## config.mk

```make
export PLATFORM = sky130hd
export DESIGN_NAME = req_capture_amisha_flat
export DESIGN_NICKNAME = d
export VERILOG_FILES = /design/src/rtl/req_capture_amisha_if.sv /design/src/rtl/req_capture_amisha.sv /design/src/flat_wrapper.sv
export SDC_FILE = /design/constraint.sdc
export NUM_CORES = 1
export LEC_CHECK = 0
export ABC_AREA = 1
export CAP_MARGIN = 5
export CORE_UTILIZATION = 30
export CTS_CLUSTER_SIZE = 8
export DETAILED_ROUTE_END_ITERATION = 7
export PLACE_DENSITY = 0.56
export REMOVE_ABC_BUFFERS = 1
export SYNTH_ARGS = -nofsm -noshare
export SYNTH_HDL_FRONTEND = slang
export SYNTH_SLANG_ARGS = --single-unit
```

## constraint.sdc

```tcl
create_clock -name clk_amisha -period 2.6 [get_ports clk_amisha]
set_clock_uncertainty 0.2 [all_clocks]
set_input_delay 0.52 -clock clk_amisha [delete_from_list [all_inputs] [get_ports clk_amisha]]
set_output_delay 0.52 -clock clk_amisha [all_outputs]
set_load 0.1 [all_outputs]
```

## src/rtl/req_capture_amisha_if.sv

```systemverilog
// Request-capture bus: async request levels and code acknowledge in, frozen pending snapshot out.
// state_dbg mirrors the capture FSM (0 = IDLE, 1 = OFFER).
interface req_capture_amisha_if;
  logic [4:1] req_in_amisha;
  logic       ack_amisha;
  logic [2:0] ack_code_amisha;
  logic [4:1] r_amisha;
  logic       valid_amisha;
  logic       protocol_err_amisha;
  logic [7:0] drop_cnt_amisha;
  logic       state_dbg;

  modport master (
    output req_in_amisha, ack_amisha, ack_code_amisha,
    input  r_amisha, valid_amisha, protocol_err_amisha, drop_cnt_amisha, state_dbg
  );

  modport slave (
    input  req_in_amisha, ack_amisha, ack_code_amisha,
    output r_amisha, valid_amisha, protocol_err_amisha, drop_cnt_amisha, state_dbg
  );
endinterface

```

## src/rtl/req_capture_amisha.sv

```systemverilog
// Synchronizes four request lines, keeps sticky pending bits and offers a frozen snapshot to the encoder.
// Optional macro REQ_CAPTURE_DROP_CNT_EN builds the saturating dropped-edge counter.
module req_capture_amisha #(
  parameter int SYNC_STAGES = 2
) (
  input logic clk_amisha,
  input logic reset_amisha,
  req_capture_amisha_if.slave bus
);

  typedef enum logic {
    IDLE  = 1'b0,
    OFFER = 1'b1
  } state_t;

  state_t     state;
  logic [4:1] sync_q [SYNC_STAGES];
  logic [4:1] hist_q;
  logic [4:1] pend_q;
  logic [4:1] r_q;
  logic       valid_q;
  logic       err_q;

  logic [4:1] rise;
  logic [4:1] code_mask;
  logic [4:1] clr_mask;
  logic [4:1] pend_next;
  logic       ack_ok;

  always_ff @(posedge clk_amisha or posedge reset_amisha) begin
    if (reset_amisha) begin
      for (int s = 0; s < SYNC_STAGES; s++) sync_q[s] <= '0;
      hist_q <= '0;
    end else begin
      sync_q[0] <= bus.req_in_amisha;
      for (int s = 1; s < SYNC_STAGES; s++) sync_q[s] <= sync_q[s-1];
      hist_q <= sync_q[SYNC_STAGES-1];
    end
  end

  // Offer/ack handshake: valid_amisha=1 means r_amisha is a stable offer. A cycle with
  // ack_amisha=1 and a code whose bit is set in r_amisha is a transfer; r_amisha changes
  // only on a transfer or when a new offer opens from IDLE. Any other ack in OFFER is an error.
  always_comb begin
    code_mask = '0;
    case (bus.ack_code_amisha)
      3'd1:    code_mask = 4'b0001;
      3'd2:    code_mask = 4'b0010;
      3'd3:    code_mask = 4'b0100;
      3'd4:    code_mask = 4'b1000;
      default: code_mask = '0;
    endcase
    ack_ok    = (state == OFFER) && bus.ack_amisha && ((code_mask & r_q) != '0);
    clr_mask  = ack_ok ? code_mask : '0;
    rise      = sync_q[SYNC_STAGES-1] & ~hist_q;
    pend_next = (pend_q & ~clr_mask) | rise;
  end

  always_ff @(posedge clk_amisha or posedge reset_amisha) begin
    if (reset_amisha) pend_q <= '0;
    else              pend_q <= pend_next;
  end

  always_ff @(posedge clk_amisha or posedge reset_amisha) begin
    if (reset_amisha) begin
      state   <= IDLE;
      r_q     <= '0;
      valid_q <= 1'b0;
      err_q   <= 1'b0;
    end else begin
      case (state)
        IDLE: begin
          err_q <= 1'b0;
          if (pend_q != '0) begin
            state   <= OFFER;
            r_q     <= pend_q;
            valid_q <= 1'b1;
          end
        end
        OFFER: begin
          err_q <= bus.ack_amisha && !ack_ok;
          if (ack_ok) begin
            if (pend_next != '0) begin
              r_q <= pend_next;
            end else begin
              state   <= IDLE;
              r_q     <= '0;
              valid_q <= 1'b0;
            end
          end
        end
        default: begin
          state   <= IDLE;
          r_q     <= '0;
          valid_q <= 1'b0;
          err_q   <= 1'b0;
        end
      endcase
    end
  end

`ifdef REQ_CAPTURE_DROP_CNT_EN
  logic [4:1] dropped;
  logic [2:0] n_drop;
  logic [8:0] drop_sum;
  logic [7:0] drop_q;

  // Several bits may drop in one cycle; each counts once.
  always_comb begin
    dropped  = rise & pend_q & ~clr_mask;
    n_drop   = {2'b00, dropped[1]} + {2'b00, dropped[2]} + {2'b00, dropped[3]} + {2'b00, dropped[4]};
    drop_sum = {1'b0, drop_q} + {6'd0, n_drop};
  end

  always_ff @(posedge clk_amisha or posedge reset_amisha) begin
    if (reset_amisha) drop_q <= '0;
    else              drop_q <= drop_sum[8] ? 8'hff : drop_sum[7:0];
  end

  assign bus.drop_cnt_amisha = drop_q;
`else
  assign bus.drop_cnt_amisha = 8'd0;
`endif

  assign bus.r_amisha            = r_q;
  assign bus.valid_amisha        = valid_q;
  assign bus.protocol_err_amisha = err_q;
  assign bus.state_dbg           = (state == OFFER);

endmodule

```

## src/flat_wrapper.sv

```systemverilog
// flat-port wrapper written by rule: the top's interface ports become plain ports
module req_capture_amisha_flat 
#(
  parameter int SYNC_STAGES = 2
)
  (clk_amisha, reset_amisha, bus_req_in_amisha, bus_ack_amisha, bus_ack_code_amisha, bus_r_amisha, bus_valid_amisha, bus_protocol_err_amisha, bus_drop_cnt_amisha, bus_state_dbg);
  req_capture_amisha_if bus_i ();
  input logic clk_amisha;
  input logic reset_amisha;
  input wire logic [$bits(bus_i.req_in_amisha)-1:0] bus_req_in_amisha;
  input wire logic [$bits(bus_i.ack_amisha)-1:0] bus_ack_amisha;
  input wire logic [$bits(bus_i.ack_code_amisha)-1:0] bus_ack_code_amisha;
  output wire logic [$bits(bus_i.r_amisha)-1:0] bus_r_amisha;
  output wire logic [$bits(bus_i.valid_amisha)-1:0] bus_valid_amisha;
  output wire logic [$bits(bus_i.protocol_err_amisha)-1:0] bus_protocol_err_amisha;
  output wire logic [$bits(bus_i.drop_cnt_amisha)-1:0] bus_drop_cnt_amisha;
  output wire logic [$bits(bus_i.state_dbg)-1:0] bus_state_dbg;
  assign bus_i.req_in_amisha = bus_req_in_amisha;
  assign bus_i.ack_amisha = bus_ack_amisha;
  assign bus_i.ack_code_amisha = bus_ack_code_amisha;
  assign bus_r_amisha = bus_i.r_amisha;
  assign bus_valid_amisha = bus_i.valid_amisha;
  assign bus_protocol_err_amisha = bus_i.protocol_err_amisha;
  assign bus_drop_cnt_amisha = bus_i.drop_cnt_amisha;
  assign bus_state_dbg = bus_i.state_dbg;
  req_capture_amisha #(.SYNC_STAGES(SYNC_STAGES)) u_core (.clk_amisha(clk_amisha), .reset_amisha(reset_amisha), .bus(bus_i));
endmodule
```

=== Yosys cells after proc, flatten, opt, wreduce, memory -nomap -nowiden ===
Index checks and enable logic that the tools add are counted.

* Bitwise logic cells: 7
* Equal/unequal tests: 7
* Reduce and logical (&&, ||, !) cells: 9
* Multiplexer cells: 15

{| class="wikitable"
|+ Operators with widths
! kind !! number
|-
| 2-to-1 mux 4 bit || 4
|-
| one-hot mux 4 bit (4 select lines) || 1
|-
| bitwise AND 4 bit || 3
|-
| nonzero test 4 bit || 3
|-
| inverter 4 bit || 2
|-
| one-hot mux 4 bit (2 select lines) || 1
|-
| equality test 3 x 2 -> 1 bit, second input constant || 2
|-
| 2-to-1 mux 1 bit || 6
|-
| one-hot mux 1 bit (2 select lines) || 3
|-
| inequality test 2 bit, second input constant || 2
|-
| bitwise OR 4 bit || 1
|-
| equality test 3 x 1 -> 1 bit, second input constant || 1
|-
| equality test 3 bit, second input constant || 1
|-
| logical AND 1 bit || 3
|-
| AND reduction 3 bit || 1
|-
| inequality test 2 x 1 -> 1 bit, second input constant || 1
|-
| AND reduction 2 bit || 1
|-
| zero test 1 bit || 1
|-
| inverter 1 bit || 1
|}

* Word-level logic and storage cells: 46
* Output and inout bits: 15
* Bits in registers: 23
* Bits of input ports: 10

=== Longest topological paths before layout ===
Gate-level depths: netlist of the first run.

* Depth after elaboration: 13
* Mapped depth: 12

=== Worst setup path after synthesis of the first run ===
No wires, ideal clock.

* Path type: register to register
* From: register u_core.r_q (netlist bit u_core.bus.r_amisha[3])
* To: register u_core.state (netlist: u_core.bus.state_dbg)
* Arrival time: 1.775 ns
* Data required time: 2.277 ns
* Period minus slack after synthesis: 2.098 ns
* Library setup time: 0.123 ns
* Slack: 0.502 ns
* Path buffers: 0
* Stages on the path, launching flop included: 12
* Path through: dfrtp_1 nand4_1 nand2_1 inv_2 nand2_4 nand2_2 inv_2 o211ai_1 inv_1 nand3_2 nand2_1 nand2_1

* Longest elaborated chain between the ends: 11

{| class="wikitable"
|+ RTL lines
! element !! line !! RTL
|-
| from (decl) || req_capture_amisha.sv:20 || <nowiki>logic [4:1] r_q;</nowiki>
|-
| from (signal assigned) || req_capture_amisha.sv:76 || <nowiki>r_q <= pend_q;</nowiki>
|-
| from (signal assigned) || req_capture_amisha.sv:84 || <nowiki>r_q <= pend_next;</nowiki>
|-
| bitwise AND 4 bit * || req_capture_amisha.sv:53 || <nowiki>ack_ok = (state == OFFER) && bus.ack_amisha && ((code_mask & r_q) != '0);</nowiki>
|-
| nonzero test 4 bit * || req_capture_amisha.sv:53 ||
|-
| logical AND 1 bit * || req_capture_amisha.sv:53 ||
|-
| 2-to-1 mux 4 bit || req_capture_amisha.sv:54 || <nowiki>clr_mask = ack_ok ? code_mask : '0;</nowiki>
|-
| inverter 4 bit || req_capture_amisha.sv:56 || <nowiki>pend_next = (pend_q & ~clr_mask) | rise;</nowiki>
|-
| bitwise AND 4 bit || req_capture_amisha.sv:56 ||
|-
| bitwise OR 4 bit || req_capture_amisha.sv:56 ||
|-
| nonzero test 4 bit || req_capture_amisha.sv:83 || <nowiki>if (pend_next != '0) begin</nowiki>
|-
| 2-to-1 mux 1 bit || req_capture_amisha.sv:83 ||
|-
| 2-to-1 mux 1 bit * || req_capture_amisha.sv:82 || <nowiki>if (ack_ok) begin</nowiki>
|-
| one-hot mux 1 bit (2 select lines) * || req_capture_amisha.sv:71 || <nowiki>case (state)</nowiki>
|-
| to (signal assigned) || req_capture_amisha.sv:75 || <nowiki>state <= OFFER;</nowiki>
|-
| to (signal assigned) || req_capture_amisha.sv:86 || <nowiki>state <= IDLE;</nowiki>
|-
| to (signal assigned) || req_capture_amisha.sv:93 || <nowiki>state <= IDLE;</nowiki>
|-
| to (decl) || req_capture_amisha.sv:16 || <nowiki>state_t state;</nowiki>
|}

Mark *: on every way between the ends. The rest lies on a longest branch, timed or not.
A chain may end at the register's enable or synchronous reset.

=== Worst setup path after layout of the first run ===
* From: input port bus_ack_code_amisha[0]
* To: register u_core.state (netlist: u_core.bus.state_dbg)

* Longest elaborated chain between the ends: 13
* Elaborated cells between the ends (all ways): 16

{| class="wikitable"
|+ RTL lines
! element !! line !! RTL
|-
| from (decl) || flat_wrapper.sv:12 || <nowiki>input wire logic [$bits(bus_i.ack_code_amisha)-1:0] bus_ack_code_amisha;</nowiki>
|-
| equality test 3 bit (tied with other cells) || req_capture_amisha.sv:46 || <nowiki>case (bus.ack_code_amisha)</nowiki>
|-
| one-hot mux 4 bit (4 select lines) * || req_capture_amisha.sv:46 ||
|-
| bitwise AND 4 bit || req_capture_amisha.sv:53 ||
|-
| nonzero test 4 bit || req_capture_amisha.sv:53 ||
|-
| logical AND 1 bit || req_capture_amisha.sv:53 ||
|-
| 2-to-1 mux 4 bit || req_capture_amisha.sv:54 ||
|-
| inverter 4 bit || req_capture_amisha.sv:56 ||
|-
| bitwise AND 4 bit || req_capture_amisha.sv:56 ||
|-
| bitwise OR 4 bit || req_capture_amisha.sv:56 ||
|-
| nonzero test 4 bit || req_capture_amisha.sv:83 ||
|-
| 2-to-1 mux 1 bit || req_capture_amisha.sv:83 ||
|-
| 2-to-1 mux 1 bit * || req_capture_amisha.sv:82 ||
|-
| one-hot mux 1 bit (2 select lines) * || req_capture_amisha.sv:71 ||
|}

Marks and branches as above.

==> impl_metrics.csv, run 1 <==
group,metric,value,unit
cts,cts_sinks,23,
cts,numCtsBuffers,3,
logic_synthesis,yosysMostFrequentCell,"dfrtp_1",
run,cap_viol_max_count,0,
placed_design,hpwl,1290,um
placed_design,detailedPlace.worstSlack,0.309,ns
timing,fin_tns_setup,0,ns
critical_path,crit_type,"input pin to flip-flop",
logic_synthesis,seq_area_frac_synth,56.3,%
logic_synthesis,synthArstFlopShare,100,%
die,die_w,60.4,um
timing,drv_slew,0,
global_route,grt_pass1_vias,645,
layout,stdcell_count,172,
critical_path,critPathRequiredTime,2.62,ns
global_route,grt_pass1_wl,2870,um
global_route,grt_max_degree,24,
timing,setup_viol,0,
critical_path,cp-start-kind,"input pin",
layout,nets,139,
critical_path,cp.buffers_inverters,4,
critical_path,path_cells,"clkdlybuf4s50_1 -> nor2_2 -> nand3_1 -> nand2_1 -> inv_2 -> nand2_4 -> nand2_2 -> inv_2 -> o211ai_1 -> inv_1 -> nand3_2 -> nand2_1 -> nand2_1",
layout,drive_gt1_share,23.4,%
placed_design,place_area,0.00119,sq mm
logic_synthesis,ys_ff_latch,23,
cts,ctsResizeCount,0,
cts,holdBufCountCts,0,
placed_design,gp_congestion,0.840,
die,core-area,0.00315,sq mm
critical_path,crit_top_cell,"nand2_1",
logic_synthesis,synth_edf_count,0,
cts,path_clk_slew,0.13,ns
logic_synthesis,synth_common_cells,"dfrtp_1, nand2_1, inv_1",
global_route,antenna_found_initial,0,
placed_design,placed_cells,168,
placed_design,io_buffers,16,
drt,wire_per_inst,9.84,um
pwr,p_sw,0.328,mW
pwr,power_frac_seq,49.1,%
critical_path,crit_family,"buffers and inverters",
timing,clock.fmax,513,MHz
drt,vias_per_cell,4.17,
critical_path,end_kind,"flip-flop",
critical_path,cp_max_fo,5,
die,die_h,60.4,um
drt,wl_met2,737,um
cts,htreeDepth,1,
logic_synthesis,synth.largest_area_cell,"dfrtp_1",
logic_synthesis,synthesis.area,0.00102,sq mm
timing,finalCriticalPeriod,1.95,ns
layout,diodes,0,
pwr,peakVddDrop,0.308,mV
logic_synthesis,synth_top_area_share,56.3,%
logic_synthesis,synth_cell_types,19,
timing,finalHoldViolCount,0,
die,initial_utilization,32.4,%
logic_synthesis,synth_area_leaders,"dfrtp_1, nand2_1, buf_4",
drt,wl_met1,855,um
cts,cts_tree,"done",
die,io_pins,25,
critical_path,cp_data_arrival_time,1.97,ns
pwr,swShare,39.9,%
pwr,power,0.822,mW
timing,rsz0062_at_grt,"false",
logic_synthesis,synth.avg_cell_area,9.47,sq um
drt,first_pass_iters,4,
cts,root_buffer,"clkbuf_4",
drt,wl,1690,um
global_route,track_usage,11.1,%
drt,num_vias,718,
critical_path,cpPeakStageDelay,0.49,ns
timing,period_share,75.0,%
logic_synthesis,yosys_warnings,0,
pwr,leakage,0.634,nW
die,rows,20,
pwr,internal-power,0.494,mW
logic_synthesis,netlist_instances,108,
layout,area_growth,19.5,%
timing,setup_ws,0.651,ns
drt,drt_first_iter_violations,17,
pwr,pwr-share-clk,19.8,%
drt,wl_met3,65,um
layout,final_cell_area,0.00122,sq mm
drt,top_layer_used,"met4",
drt,ant_nets,0,
run_status,status,"complete, no violations",
cts,clk_latency,0.31,ns
pwr,p_comb_share,31.2,%
global_route,gr-total-overflow,0,
logic_synthesis,synth_ff_type,"dfrtp_1",
pwr,power.density,673,mW/mm^2
cts,postCtsSetupRepairBufs,0,
hold_path,worstHoldPathType,"flip-flop to flip-flop",
drt,drc,0,
die,dieArea,0.00365,sq mm
critical_path,crit_slowest_cell,"clkdlybuf4s50_1",
cts,clockBufferDepth,2,
metrics by stage:
step | hold slack (ns) | utilization (%)
floorplan | 0.131 | -
global placement | 0.133 | 37.9
global route | 0.169 | 38.7
finish | 0.161 | 38.7
CTS | 0.165 | 38.7
detailed placement | 0.135 | 37.9
registers in the layout, indices dropped and copies added, names as in the netlist:
name	cells
u_core.sync_q	8
u_core.pend_q	4
u_core.bus.valid_amisha	1
u_core.bus.state_dbg	1
u_core.bus.r_amisha	4
u_core.bus.protocol_err_amisha	1
u_core.hist_q	4
power groups by stage:
| stage | combinational [mW] | sequential [mW] | clock [mW] |
|---|---|---|---|
| floorplan | 0.108 | 0.504 | 0 |
| global placement | 0.258 | 0.411 | 0 |
| detailed placement | 0.258 | 0.411 | 0 |
| CTS | 0.258 | 0.404 | 0.171 |
| global route | 0.272 | 0.407 | 0.185 |
| finish | 0.256 | 0.404 | 0.163 |
cell families after synthesis:
kind of cell	count (synthesis)	synth area share [%]
compound gates	9	6.49
other cells	1	0.367
simple gates	47	23.6
flops	23	56.3
buf+inv	28	13.2
placed cells by master (no fill, tap or decap):
cell             instances
nor2_2                   2
a21oi_1                  6
nand4_1                  3
clkbuf_4                 3
dfrtp_1                 23
nor2_1                   6
nand2_1                 19
buf_4                    8
nor2_4                   1
or2_2                    1
inv_2                    4
conb_1                   8
nand2_4                  1
a22oi_4                  1
o211ai_1                 2
clkinv_2                 1
clkdlybuf4s50_1          9
inv_1                   16
nand2_2                  6
nand3_1                  3
nand3_2                  2
nor3_1                   3
area by class of cell:
cell class	count	area (sq um)
well taps	44	55.1
clock buffers	3	22.5
inverters	20	75.1
repair buffers	17	150
multi-input cells	64	338
flip-flops and latches	23	576
clock inverters	1	5.00
fillers	342	1930
final timing paths:
kind	startpoint	endpoint	slack (ns)	cells past startpoint
worst min register to register	u_core.sync_q[6]	u_core.sync_q[2]	0.16	0
min in group asynchronous	reset_amisha	u_core.sync_q[5]	0.33	3
worst max register to register	u_core.bus.state_dbg	u_core.bus.state_dbg	1.00	9
worst max-delay path	bus_ack_code_amisha[0]	u_core.bus.state_dbg	0.65	13
max in group asynchronous	reset_amisha	u_core.sync_q[1]	1.65	3
worst min-delay path	u_core.sync_q[6]	u_core.sync_q[2]	0.16	0
metal layers:
| layer | track usage, % | vias up |
|---|---|---|
| li1 | - | 357 |
| met1 | 15.2 | 336 |
| met2 | 15.7 | 21 |
| met3 | 2.56 | 4 |
| met4 | 6.98 | 0 |
| met5 | 0 | - |
(Power assumes the default switching activity.)
==> run 2, diff against run 1 <==
--- a/config.mk
+++ b/config.mk
@@ -10,7 +10,7 @@
 export CORE_UTILIZATION = 30
 export CTS_CLUSTER_SIZE = 8
 export DETAILED_ROUTE_END_ITERATION = 7
-export PLACE_DENSITY = 0.56
+export PLACE_DENSITY = 0.58
 export REMOVE_ABC_BUFFERS = 1
 export SYNTH_ARGS = -nofsm -noshare
 export SYNTH_HDL_FRONTEND = slang
==> constraint.sdc (replaced) <==
create_clock -name clk_amisha -period 1.7 [get_ports clk_amisha]
set_clock_uncertainty 0.2 [all_clocks]
set_input_delay 0.34 -clock clk_amisha [delete_from_list [all_inputs] [get_ports clk_amisha]]
set_output_delay 0.34 -clock clk_amisha [all_outputs]
set_load 0.1 [all_outputs]
==> run 2 against run 1 <==
Via count increased by 5.4%. Global-route usage increased by 0.53 points. Combinational power increased by 88%. Sequential share of layout area decreased by 5.3 points. Cell count increased by 5.8%. Clock-buffer cell count unchanged. Critical path depth decreased by 11. Highest routed layer unchanged.
==> impl_metrics.csv, run 2 (synthesis results as in run 1) <==
group,metric,value,unit
run_status,status,"complete, no violations",
critical_path,cp-start-kind,"flip-flop",
pwr,power.density,979,mW/mm^2
pwr,power_frac_seq,46.0,%
drt,drt_first_iter_violations,35,
pwr,leakage,0.716,nW
layout,drive_gt1_share,31.2,%
global_route,track_usage,11.6,%
cts,path_clk_slew,0.13,ns
drt,wl,1710,um
drt,ant_nets,0,
cts,numCtsBuffers,3,
layout,largest_reg_flops,8,
layout,layout_commonest_cell,"dfrtp_1",
die,io_pins,25,
layout,nets,149,
placed_design,hpwl,1300,um
layout,final_cell_mix,"dfrtp_1, nand2_1, inv_1",
timing,timing.hold.ws,0.148,ns
cts,cts_tree,"done",
drt,drc,0,
timing,setup_viol,0,
placed_design,gp_congestion,0.906,
global_route,gr-total-overflow,0,
pwr,peakVddDrop,0.357,mV
layout,diodes,0,
timing,drv_slew,0,
drt,first_pass_iters,4,
pwr,internal-power,0.830,mW
critical_path,critPathRequiredTime,1.16,ns
cts,htreeDepth,1,
timing,period_share,93.6,%
die,initial_utilization,32.4,%
critical_path,cp_max_fo,5,
die,core-area,0.00315,sq mm
layout,area_growth,34.6,%
timing,clock.fmax,629,MHz
global_route,grt_pass1_vias,726,
timing,finalHoldViolCount,0,
cts,clk_latency,0.31,ns
global_route,grt_pass1_wl,3080,um
drt,num_vias,757,
pwr,power,1.35,mW
layout,regMostFlops,"u_core.sync_q",
critical_path,crit_type,"flip-flop to primary output",
hold_path,worstHoldPathType,"input pin to asynchronous set/reset pin",
critical_path,cp_data_arrival_time,1.05,ns
critical_path,end_kind,"primary output",
drt,wire_per_inst,9.39,um
cts,cts_sinks,23,
cts,clockBufferDepth,2,
global_route,antenna_found_initial,0,
pwr,swShare,38.4,%
pwr,p_sw,0.517,mW
placed_design,io_buffers,16,
pwr,p_comb_share,35.7,%
die,rows,20,
timing,finalCriticalPeriod,1.59,ns
die,die_h,60.4,um
critical_path,r2r_cells,11,
global_route,grt_max_degree,24,
run,cap_viol_max_count,0,
pwr,pwr-share-clk,18.3,%
die,die_w,60.4,um
drt,vias_per_cell,4.16,
layout,fillers,301,
cts,root_buffer,"clkbuf_4",
die,dieArea,0.00365,sq mm
cts,holdBufCountCts,0,
## run 2: power by group through the flow
stage / sequential (mW) / clock, mW / combinational [mW]
after detailed placement: 0.636 / 0 / 0.467
after global placement: 0.636 / 0 / 0.464
after floorplan: 0.771 / 0 / 0.165
after global routing: 0.626 / 0.286 / 0.508
after CTS: 0.626 / 0.258 / 0.465
final: 0.620 / 0.247 / 0.481
## run 2: metrics by stage
stage	TNS (ns)	instance area [sq um]	instances	util [%]	setup WS, ns
floorplan	-2.75	988	107	-	-0.398
global placement	-2.58	1330	175	42.3	-0.376
detailed placement	-3.16	1330	175	42.3	-0.428
CTS	0	1360	179	43.1	0.0788
global route	-0.00488	1380	182	43.7	-0.00488
finish	0	1380	182	43.7	0.109
## run 2: layout make-up
type                       count  area (sq um)  area share, %
tap                           44          55.1           4.00
clock buffer                   3          22.5           1.64
sequential                    23           576           41.8
clock inverter                 1          5.00          0.364
timing repair buffer          27           305           22.2
inverter                      20          75.1           5.45
multi-input combinational     64           338           24.5
## run 2: final timing paths
kind	slack [ns]	end	startpoint
setup / recovery	0.11	bus_state_dbg	u_core.bus.state_dbg
hold / removal	0.15	u_core.sync_q[4]	reset_amisha
setup reg to reg	0.14	u_core.bus.state_dbg	u_core.bus.r_amisha[4]
hold reg to reg	0.16	u_core.sync_q[3]	u_core.sync_q[7]
max in group asynchronous	0.92	u_core.sync_q[3]	reset_amisha
min in group clk_amisha	0.16	u_core.sync_q[3]	u_core.sync_q[7]
## run 2: what timing repair did
action,in CTS,in global routing
buffers inserted,0,3
resized for setup,3,4
pin swaps,0,3
endpoints found under the setup margin,5,3
## run 2: critical path, cell delays in order (launching register included)
cell	delay, ns
dfrtp_1	0.42
buf_4	0.17
buf_12	0.16
## run 2: per-layer routing
layer	track usage [%]	wire, um
met5	0	0
met4	5.98	24
met3	2.56	81
met2	18.1	778
met1	15.2	824
